File: src/rtl/softmax_div_issuer.sv
// Softmax normaliser front end: gathers one vector of exp values, sums them, then
// drives one fixed-point division per element and streams the quotients in index order.
module softmax_div_issuer #(
    parameter int VEC_LEN = 8,
    parameter int IDX_W   = 3,
    parameter int TIMEOUT = 31
) (
    input  logic             clk,
    input  logic             rst_n,
    input  logic             in_valid,
    input  logic [15:0]      in_data,
    output logic             in_ready,
    output logic             div_start,
    output logic [15:0]      div_num,
    output logic [23:0]      div_den,
    input  logic [15:0]      div_quotient,
    input  logic             div_valid,
    output logic             out_valid,
    output logic [15:0]      out_data,
    output logic [IDX_W-1:0] out_idx,
    output logic             out_last,
    output logic             busy,
    output logic             err
);

    localparam int TMR_W = $clog2(TIMEOUT + 1);
    localparam logic [IDX_W-1:0] LAST_IDX = IDX_W'(VEC_LEN - 1);
    localparam logic [TMR_W-1:0] TMR_MAX  = TMR_W'(TIMEOUT);

    typedef enum logic [1:0] {
        S_LOAD  = 2'd0,
        S_ISSUE = 2'd1,
        S_WAIT  = 2'd2
    } state_e;

    state_e           state_q, state_d;
    logic [IDX_W-1:0] cnt_q, cnt_d;
    logic [IDX_W-1:0] idx_q, idx_d;
    logic [23:0]      sum_q, sum_d;
    logic [TMR_W-1:0] timer_q, timer_d;
    logic             in_ready_q;
    logic             err_q, err_d;
    logic [15:0]      vec_q [VEC_LEN];

    logic             accept;
    logic [15:0]      clamped;
    logic [24:0]      sum_ext;
    logic             timed_out;
    logic             finish_elem;

    // Negative exp values are treated as zero weight in both the buffer and the sum.
    assign clamped     = in_data[15] ? 16'h0000 : in_data;
    assign sum_ext     = {1'b0, sum_q} + {9'b0, clamped};
    assign accept      = (state_q == S_LOAD) && in_ready_q && in_valid;
    assign timed_out   = (state_q == S_WAIT) && !div_valid && (timer_q == TMR_MAX);
    assign finish_elem = (state_q == S_WAIT) && (div_valid || (timer_q == TMR_MAX));

    always_comb begin
        state_d   = state_q;
        cnt_d     = cnt_q;
        idx_d     = idx_q;
        sum_d     = sum_q;
        timer_d   = timer_q;
        err_d     = err_q;
        div_start = 1'b0;

        case (state_q)
            S_LOAD: begin
                if (accept) begin
                    sum_d = sum_ext[24] ? 24'hFFFFFF : sum_ext[23:0];
                    if (cnt_q == '0) begin
                        err_d = 1'b0;
                    end
                    if (cnt_q == LAST_IDX) begin
                        cnt_d   = '0;
                        idx_d   = '0;
                        state_d = S_ISSUE;
                    end else begin
                        cnt_d = cnt_q + 1'b1;
                    end
                end
            end

            S_ISSUE: begin
                div_start = 1'b1;
                timer_d   = '0;
                state_d   = S_WAIT;
            end

            S_WAIT: begin
                // A completion arriving on the timeout cycle still counts as a real result.
                if (finish_elem) begin
                    if (timed_out) begin
                        err_d = 1'b1;
                    end
                    if (idx_q == LAST_IDX) begin
                        sum_d   = '0;
                        cnt_d   = '0;
                        state_d = S_LOAD;
                    end else begin
                        idx_d   = idx_q + 1'b1;
                        state_d = S_ISSUE;
                    end
                end else begin
                    timer_d = timer_q + 1'b1;
                end
            end

            default: begin
                state_d = S_LOAD;
            end
        endcase
    end

    always_ff @(posedge clk or negedge rst_n) begin
        if (!rst_n) begin
            state_q    <= S_LOAD;
            cnt_q      <= '0;
            idx_q      <= '0;
            sum_q      <= '0;
            timer_q    <= '0;
            err_q      <= 1'b0;
            in_ready_q <= 1'b0;
        end else begin
            state_q    <= state_d;
            cnt_q      <= cnt_d;
            idx_q      <= idx_d;
            sum_q      <= sum_d;
            timer_q    <= timer_d;
            err_q      <= err_d;
            in_ready_q <= (state_d == S_LOAD);
        end
    end

    // Element storage carries no reset; its contents are only read after a full load.
    always_ff @(posedge clk) begin
        if (accept) begin
            vec_q[cnt_q] <= clamped;
        end
    end

    assign in_ready  = in_ready_q;
    assign busy      = (state_q == S_ISSUE) || (state_q == S_WAIT);
    assign err       = err_q;
    assign div_num   = (state_q == S_LOAD) ? 16'h0000 : vec_q[idx_q];
    assign div_den   = (state_q == S_LOAD) ? 24'h000000 : sum_q;

    assign out_valid = finish_elem;
    assign out_data  = (finish_elem && div_valid) ? div_quotient : 16'h0000;
    assign out_idx   = finish_elem ? idx_q : '0;
    assign out_last  = finish_elem && (idx_q == LAST_IDX);

endmodule

File: config.mk
export PLATFORM = sky130hd
export DESIGN_NAME = softmax_div_issuer
export DESIGN_NICKNAME = d
export VERILOG_FILES = /design/src/rtl/softmax_div_issuer.sv
export SDC_FILE = /design/constraint.sdc
export NUM_CORES = 1
export LEC_CHECK = 0
export ABC_AREA = 1
export BUFFER_PORTS_ARGS = -buffer_cell sky130_fd_sc_hd__buf_2
export CAP_MARGIN = 20
export CORE_ASPECT_RATIO = 1.2
export CORE_MARGIN = 2
export CORE_UTILIZATION = 40
export CTS_BUF_LIST = sky130_fd_sc_hd__clkbuf_8
export DETAILED_ROUTE_END_ITERATION = 7
export HOLD_SLACK_MARGIN = 0.1
export PLACE_DENSITY_LB_ADDON = 0.3
export SLEW_MARGIN = 30
export SYNTH_ARGS = -nofsm -noshare
export SYNTH_HDL_FRONTEND = slang
export SYNTH_SLANG_ARGS = --single-unit
File: constraint.sdc
create_clock -name clk -period 4.7 [get_ports clk]
set_input_delay 0.705 -clock clk [delete_from_list [all_inputs] [get_ports clk]]
set_output_delay 0.705 -clock clk [all_outputs]
set_load 0.05 [all_outputs]
==> impl_metrics.py, run 1 <==
metrics = {
    "sta": {
        "tightest_slew_ns": 0.833,
        "timing.fmax_mhz": 299,
        "fin_hold_ws_ns": 0.235,
        "hold_viol_final": 0,
        "fin_worst_skew_ns": 0.0148,
        "final_max_slew_viol_count": 0,
        "rsz0062_at_grt": "false",
        "slew_headroom_pct": 44.4,
        "min_period_over_period_pct": 71.1,
        "finalSetupViolCount": 0,
        "final.setup.tns_ns": 0,
        "period_needed_ns": 3.34,
    },
    "worst_setup_path": {
        "arrival_ns": 2.64,
        "start_kind": "register",
        "worstSetupPathType": "reg -> out",
        "worstPathRequired_ns": 3.99,
        "cp_max_fo": 32,
        "crit_path_end_kind": "output pin",
    },
    "clock_network": {
        "ctsHoldBuffers": 0,
        "postCtsSetupBuffers": 0,
        "cts-resized-gates": 0,
        "cts_buffers": 17,
        "h-tree-depth": 4,
        "clock_sink_count": 159,
        "cts-root-buf": "clkbuf_8",
        "cts_tree": "built",
        "insertion_delay_ns": 0.45,
        "cts.reportedPaths.clkPinSlew_ns": 0.09,
        "ctsLongestPathBuffers": 2,
    },
    "route": {
        "drc": 0,
        "wirelength_mm": 20.7,
        "drt_iter0_drc": 428,
        "route.vias.total": 6661,
        "drtPass1Iterations": 5,
        "wl_per_cell_um": 15.5,
        "final_antenna_net_count": 0,
        "vias_per_cell": 4.99,
    },
    "yosys": {
        "synth.mux.area_fraction_pct": 0,
        "synth_fa_ha_area_share_pct": 4.16,
        "synthCells": 960,
        "synthXorXnorAreaFrac_pct": 1.05,
        "synth_area_per_cell_um2": 8.65,
        "yosysMostFrequentCell": "nor2_1",
        "yosysSeqAreaShare_pct": 55.1,
        "synth_edf_count": 120,
        "ys.flop_type": "edfxtp_1",
        "synthesis.nets": 1023,
        "yosys-top-cells-count": "192 x nor2_1, 178 x nand2_1, 127 x inv_1, 120 x edfxtp_1, 100 x o21ai_0",
        "synth_top_family_by_area": "simple AND/OR/NAND/NOR gates",
        "syn_area_um2": 8310,
        "ys_types": 38,
        "yosys.area_share.simple_pct": 21.3,
        "synth-seq-cells": 159,
        "synth_top_area_share_pct": 43.4,
        "synth_area_leaders": "edfxtp_1 43%, dfrtp_1 12%, nor2_1 8.7%, nand2_1 8.0%, o21ai_0 6.0%",
        "ys_warn_count": 0,
        "synth_compound_area_share_pct": 10.4,
        "synth_largest_area_cell": "edfxtp_1",
        "async_flop_share_pct": 24.5,
    },
    "pwr": {
        "power_frac_seq_pct": 33.7,
        "cellPowerDensity_nw_per_um2": 568,
        "peakVddDrop_mv": 0.242,
        "p_clk_share_pct": 18.0,
        "combPwrFrac_pct": 48.2,
        "p_leak_nw": 4.33,
        "switching_power_w": 0.00257,
        "netSwitchingFraction_pct": 47.8,
        "p_int_w": 0.00281,
    },
    "run_status": {
        "status": "finished, final reports clean",
    },
    "global_route": {
        "grt_usage_pct": 19.8,
        "grt_pass1_wl_mm": 33.2,
        "antenna_found_initial": 0,
        "grt_start_max_net_pins": 62,
        "gr-total-overflow": 0,
        "grt_pass1_vias": 6447,
    },
    "final_layout": {
        "drive_gt1_share_pct": 14.6,
        "fin_area_um2": 9470,
        "diodes": 0,
        "layout.nets": 1122,
        "syn2layout_area_growth_pct": 14.0,
    },
    "floorplan": {
        "ios": 101,
        "start_util_pct": 40.9,
        "die_w_um": 136,
        "die_area_um2": 21900,
        "die_h_um": 162,
        "row_count": 57,
        "core_area_um2": 20300,
    },
    "placement": {
        "dpl-instance-area_um2": 9090,
        "globalplace.congestion": 0.951,
        "portBuffers": 99,
        "dpl.hpwl_mm": 14.3,
    },
    "min_path": {
        "min_path_type": "in -> async",
    },
    "run": {
        "cap_violations": 0,
    },
}
## cell families after synthesis
kind of cell    after synthesis
simple gates                436
buf+inv                     166
compound gates              161
flops                       159
fa+ha+maj                    27
xor+xnor                     10
other cells                   1
## metrics by stage
| step | total power, W | instances | worst slack [ns] | util (%) |
|---|---|---|---|---|
| after floorplan | 0.00381 | 960 | 1.54 | - |
| after global placement | 0.00444 | 1305 | 1.56 | 44.7 |
| after detailed placement | 0.00446 | 1305 | 1.54 | 44.7 |
| after CTS | 0.00543 | 1336 | 1.27 | 46.6 |
| after global routing | 0.00576 | 1336 | 1.08 | 46.6 |
| final | 0.00538 | 1336 | 1.36 | 46.6 |
## sequential cells by signal, indices dropped and copies added, names as in the netlist
| signal | flops |
|---|---|
| cnt_q | 3 |
| err | 1 |
| idx_q | 3 |
| in_ready | 1 |
| state_q | 2 |
| sum_q | 24 |
| timer_q | 5 |
| vec_q | 120 |
## power groups by stage
stage | sequential (W) | combinational, W | clock (W)
floorplan | 0.00184 | 0.00198 | 0
global placement | 0.00184 | 0.00260 | 0
detailed placement | 0.00184 | 0.00262 | 0
CTS | 0.00181 | 0.00263 | 0.000992
global route | 0.00183 | 0.00288 | 0.00105
finish | 0.00181 | 0.00259 | 0.000970
## cells in the final DEF (no fill, tap or decap), types with 14 or more instances in the layout
cell type,n
clkbuf_8,17
buf_2,98
inv_1,128
dfrtp_1,38
nand2_1,178
buf_4,15
edfxtp_1,120
ha_1,26
nor2_1,192
o22ai_1,15
nand3_1,46
o21ai_1,14
a31oi_1,15
o21ai_0,100
## path summary, 6_finish.rpt
path	startpoint	end	slack, ns	depth (start not counted)
max	idx_q[1]	div_num[10]	1.36	8
min	rst_n	timer_q[1]	0.23	1
max reg2reg	idx_q[0]	sum_q[1]	2.11	11
min reg2reg	err	err	0.50	2
max in group asynchronous	rst_n	idx_q[0]	4.04	1
min in group clk	err	err	0.50	2
## layer usage
metal | up-vias | global-route usage, % | share of wire (%)
met5 | - | 0 | 0
met2 | 160 | 34.8 | 52
li1 | 3350 | - | -
met4 | 0 | 8.29 | 2.2
met1 | 3115 | 23.8 | 42
met3 | 36 | 3.50 | 4.6
## final cells by class
type / count / area [µm²]
clock buffer: 17 / 234
clock inverter: 14 / 141
fill: 1973 / 10900
inverter: 133 / 502
multi-input combinational: 635 / 3070
sequential: 159 / 4580
tap: 265 / 332
timing repair buffer: 113 / 603
## critical path, stage by stage, from the launching register on
cell     delay [ns]
dfrtp_1        0.37
buf_4          0.25
inv_1          0.40
buf_4          0.32
o21ai_0        0.13
o22ai_1        0.12
o21ai_0        0.10
a31oi_1        0.20
buf_2          0.29
Power figures use the tool's default switching activity.
==> run 2: changes to the inputs <==
==> constraint.sdc (replaced) <==
create_clock -name clk -period 3.1 [get_ports clk]
set_input_delay 0.465 -clock clk [delete_from_list [all_inputs] [get_ports clk]]
set_output_delay 0.465 -clock clk [all_outputs]
set_load 0.05 [all_outputs]
==> run 2 against run 1 <==
Against the previous run:
- first-iteration DRC count is 17% higher
- combinational power increased by 54%
- sequential share of layout area decreased by 0.24 points
- register-to-register slack lost 1.4 ns
- critical path depth fell by 2
- worst hold slack better by 0.18 ns
==> impl_metrics.py, run 2 (synthesis results as in run 1) <==
metrics = {
    "floorplan": {
        "ios": 101,
        "core_area_um2": 20300,
        "row_count": 57,
        "die_w_um": 136,
        "start_util_pct": 40.9,
        "die_area_um2": 21900,
        "die_h_um": 162,
    },
    "min_path": {
        "min_path_type": "in -> reg",
        "min_from": "div_valid",
    },
    "global_route": {
        "grt_start_max_net_pins": 40,
        "grt_usage_pct": 19.9,
        "grt_pass1_vias": 6502,
        "antenna_found_initial": 0,
        "grt_pass1_wl_mm": 33.8,
        "gr-total-overflow": 0,
    },
    "route": {
        "wl_per_cell_um": 15.5,
        "vias_per_cell": 4.96,
        "wirelength_mm": 20.8,
        "drc": 0,
        "drt_iter0_drc": 500,
        "route.vias.total": 6667,
        "final_antenna_net_count": 0,
        "drtPass1Iterations": 4,
    },
    "clock_network": {
        "cts_tree": "built",
        "cts_buffers": 17,
        "cts-root-buf": "clkbuf_8",
        "cts.reportedPaths.clkPinSlew_ns": 0.09,
        "clock_sink_count": 159,
        "h-tree-depth": 4,
        "ctsLongestPathBuffers": 2,
        "postCtsSetupBuffers": 0,
        "insertion_delay_ns": 0.45,
    },
    "sta": {
        "period_needed_ns": 2.83,
        "final_max_slew_viol_count": 0,
        "fin_hold_ws_ns": 0.410,
        "tightest_slew_ns": 0.732,
        "finalSetupViolCount": 0,
        "final.setup.tns_ns": 0,
        "fin_worst_skew_ns": 0.0229,
        "hold_viol_final": 0,
        "rsz0062_at_grt": "false",
        "min_period_over_period_pct": 91.3,
        "slew_headroom_pct": 51.0,
        "worst_slack_ns": 0.269,
        "timing.fmax_mhz": 353,
    },
    "worst_setup_path": {
        "cp_max_fo": 19,
        "worstPathRequired_ns": 2.63,
        "crit_path_end_kind": "output pin",
        "r2r_start": "idx_q[0]",
        "arrival_ns": 2.37,
        "cp-startpoint": "state_q[0]",
        "start_kind": "register",
        "worstSetupPathType": "reg -> out",
    },
    "run_status": {
        "status": "finished, final reports clean",
    },
    "final_layout": {
        "drive_gt1_share_pct": 15.3,
        "layout.nets": 1129,
        "final_cell_mix": "192 x nor2_1, 178 x nand2_1, 127 x inv_1",
        "diodes": 0,
        "fin_area_um2": 9510,
        "regMostFlops": "vec_q",
        "reg.largest.list": "vec_q (120), sum_q (24), timer_q (5)",
        "syn2layout_area_growth_pct": 14.6,
        "layout_commonest_cell": "nor2_1",
        "largest_reg_flops": 120,
        "final_util_pct": 46.8,
    },
    "run": {
        "cap_violations": 0,
    },
    "placement": {
        "pre_cts_slack_ns": 0.159,
        "portBuffers": 99,
        "dpl-instance-area_um2": 9140,
        "dpl.hpwl_mm": 14.4,
        "globalplace.congestion": 0.923,
    },
    "pwr": {
        "p_leak_nw": 4.35,
        "peakVddDrop_mv": 0.447,
        "cellPowerDensity_nw_per_um2": 862,
    },
}
[run 2: changes by cell type in the layout (fill, tap and decap cells not counted)]
cell / previous run / this run
buf_4: 15 / 21
bufinv_16: 2 / 1
clkinv_1: 3 / 2
clkinv_2: 2 / 3
clkinv_4: 3 / 0
clkinvlp_2: 0 / 1
clkinvlp_4: 1 / 3
dlygate4sd3_1: 0 / 1
inv_1: 128 / 127
inv_6: 3 / 4
inv_8: 0 / 2
[run 2: through the flow]
step / total power (W) / instances
floorplan: 0.00578 / 960
global placement: 0.00679 / 1311
detailed placement: 0.00684 / 1311
CTS: 0.00829 / 1344
global route: 0.00880 / 1344
finish: 0.00820 / 1344
[run 2: cell type report]
cell class	instances	area, µm²
Tap cell	265	332
Sequential cell	159	4580
Inverter	133	502
Clock inverter	15	134
Multi-Input combinational cell	635	3070
Timing Repair Buffer	120	658
Fill cell	1953	10800
Clock buffer	17	234
[run 2: path summary, 6_finish.rpt]
kind / endpoint / slack [ns] / depth (start not counted)
setup / recovery: div_num[12] / 0.27 / 6
hold / removal: err / 0.41 / 4
setup reg to reg: sum_q[5] / 0.68 / 11
hold reg to reg: err / 0.50 / 2
max in group asynchronous: idx_q[0] / 2.14 / 2
min in group asynchronous: timer_q[1] / 0.53 / 2
[run 2: what timing repair did]
| item | in CTS | in global routing |
|---|---|---|
| hold buffers | 1 | 0 |
| hold endpoints to repair | 39 | 0 |
| resized for setup | 0 | 0 |
[run 2: where the power goes]
| part | switching [W] | internal, W | total (W) |
|---|---|---|---|
| Clock | 0.000810 | 0.000645 | 0.00145 |
| Sequential | 0.000163 | 0.00258 | 0.00275 |
| Combinational | 0.00300 | 0.00100 | 0.00400 |
| Total | 0.00397 | 0.00423 | 0.00820 |
[run 2: worst max-delay path, cell delays in order (launching register included)]
cell     delay (ns)
dfrtp_1        0.41
inv_1          0.09
ha_1           0.23
inv_2          0.33
o21ai_0        0.19
a31oi_1        0.32
buf_2          0.34
[run 2: routing by layer]
metal,part of all wire [%],up-vias,GRT usage [%]
met5,0,-,0
met4,2.7,0,7.95
met3,4.0,38,3.34
met2,51,148,34.3
met1,42,3123,24.9
li1,-,3358,-
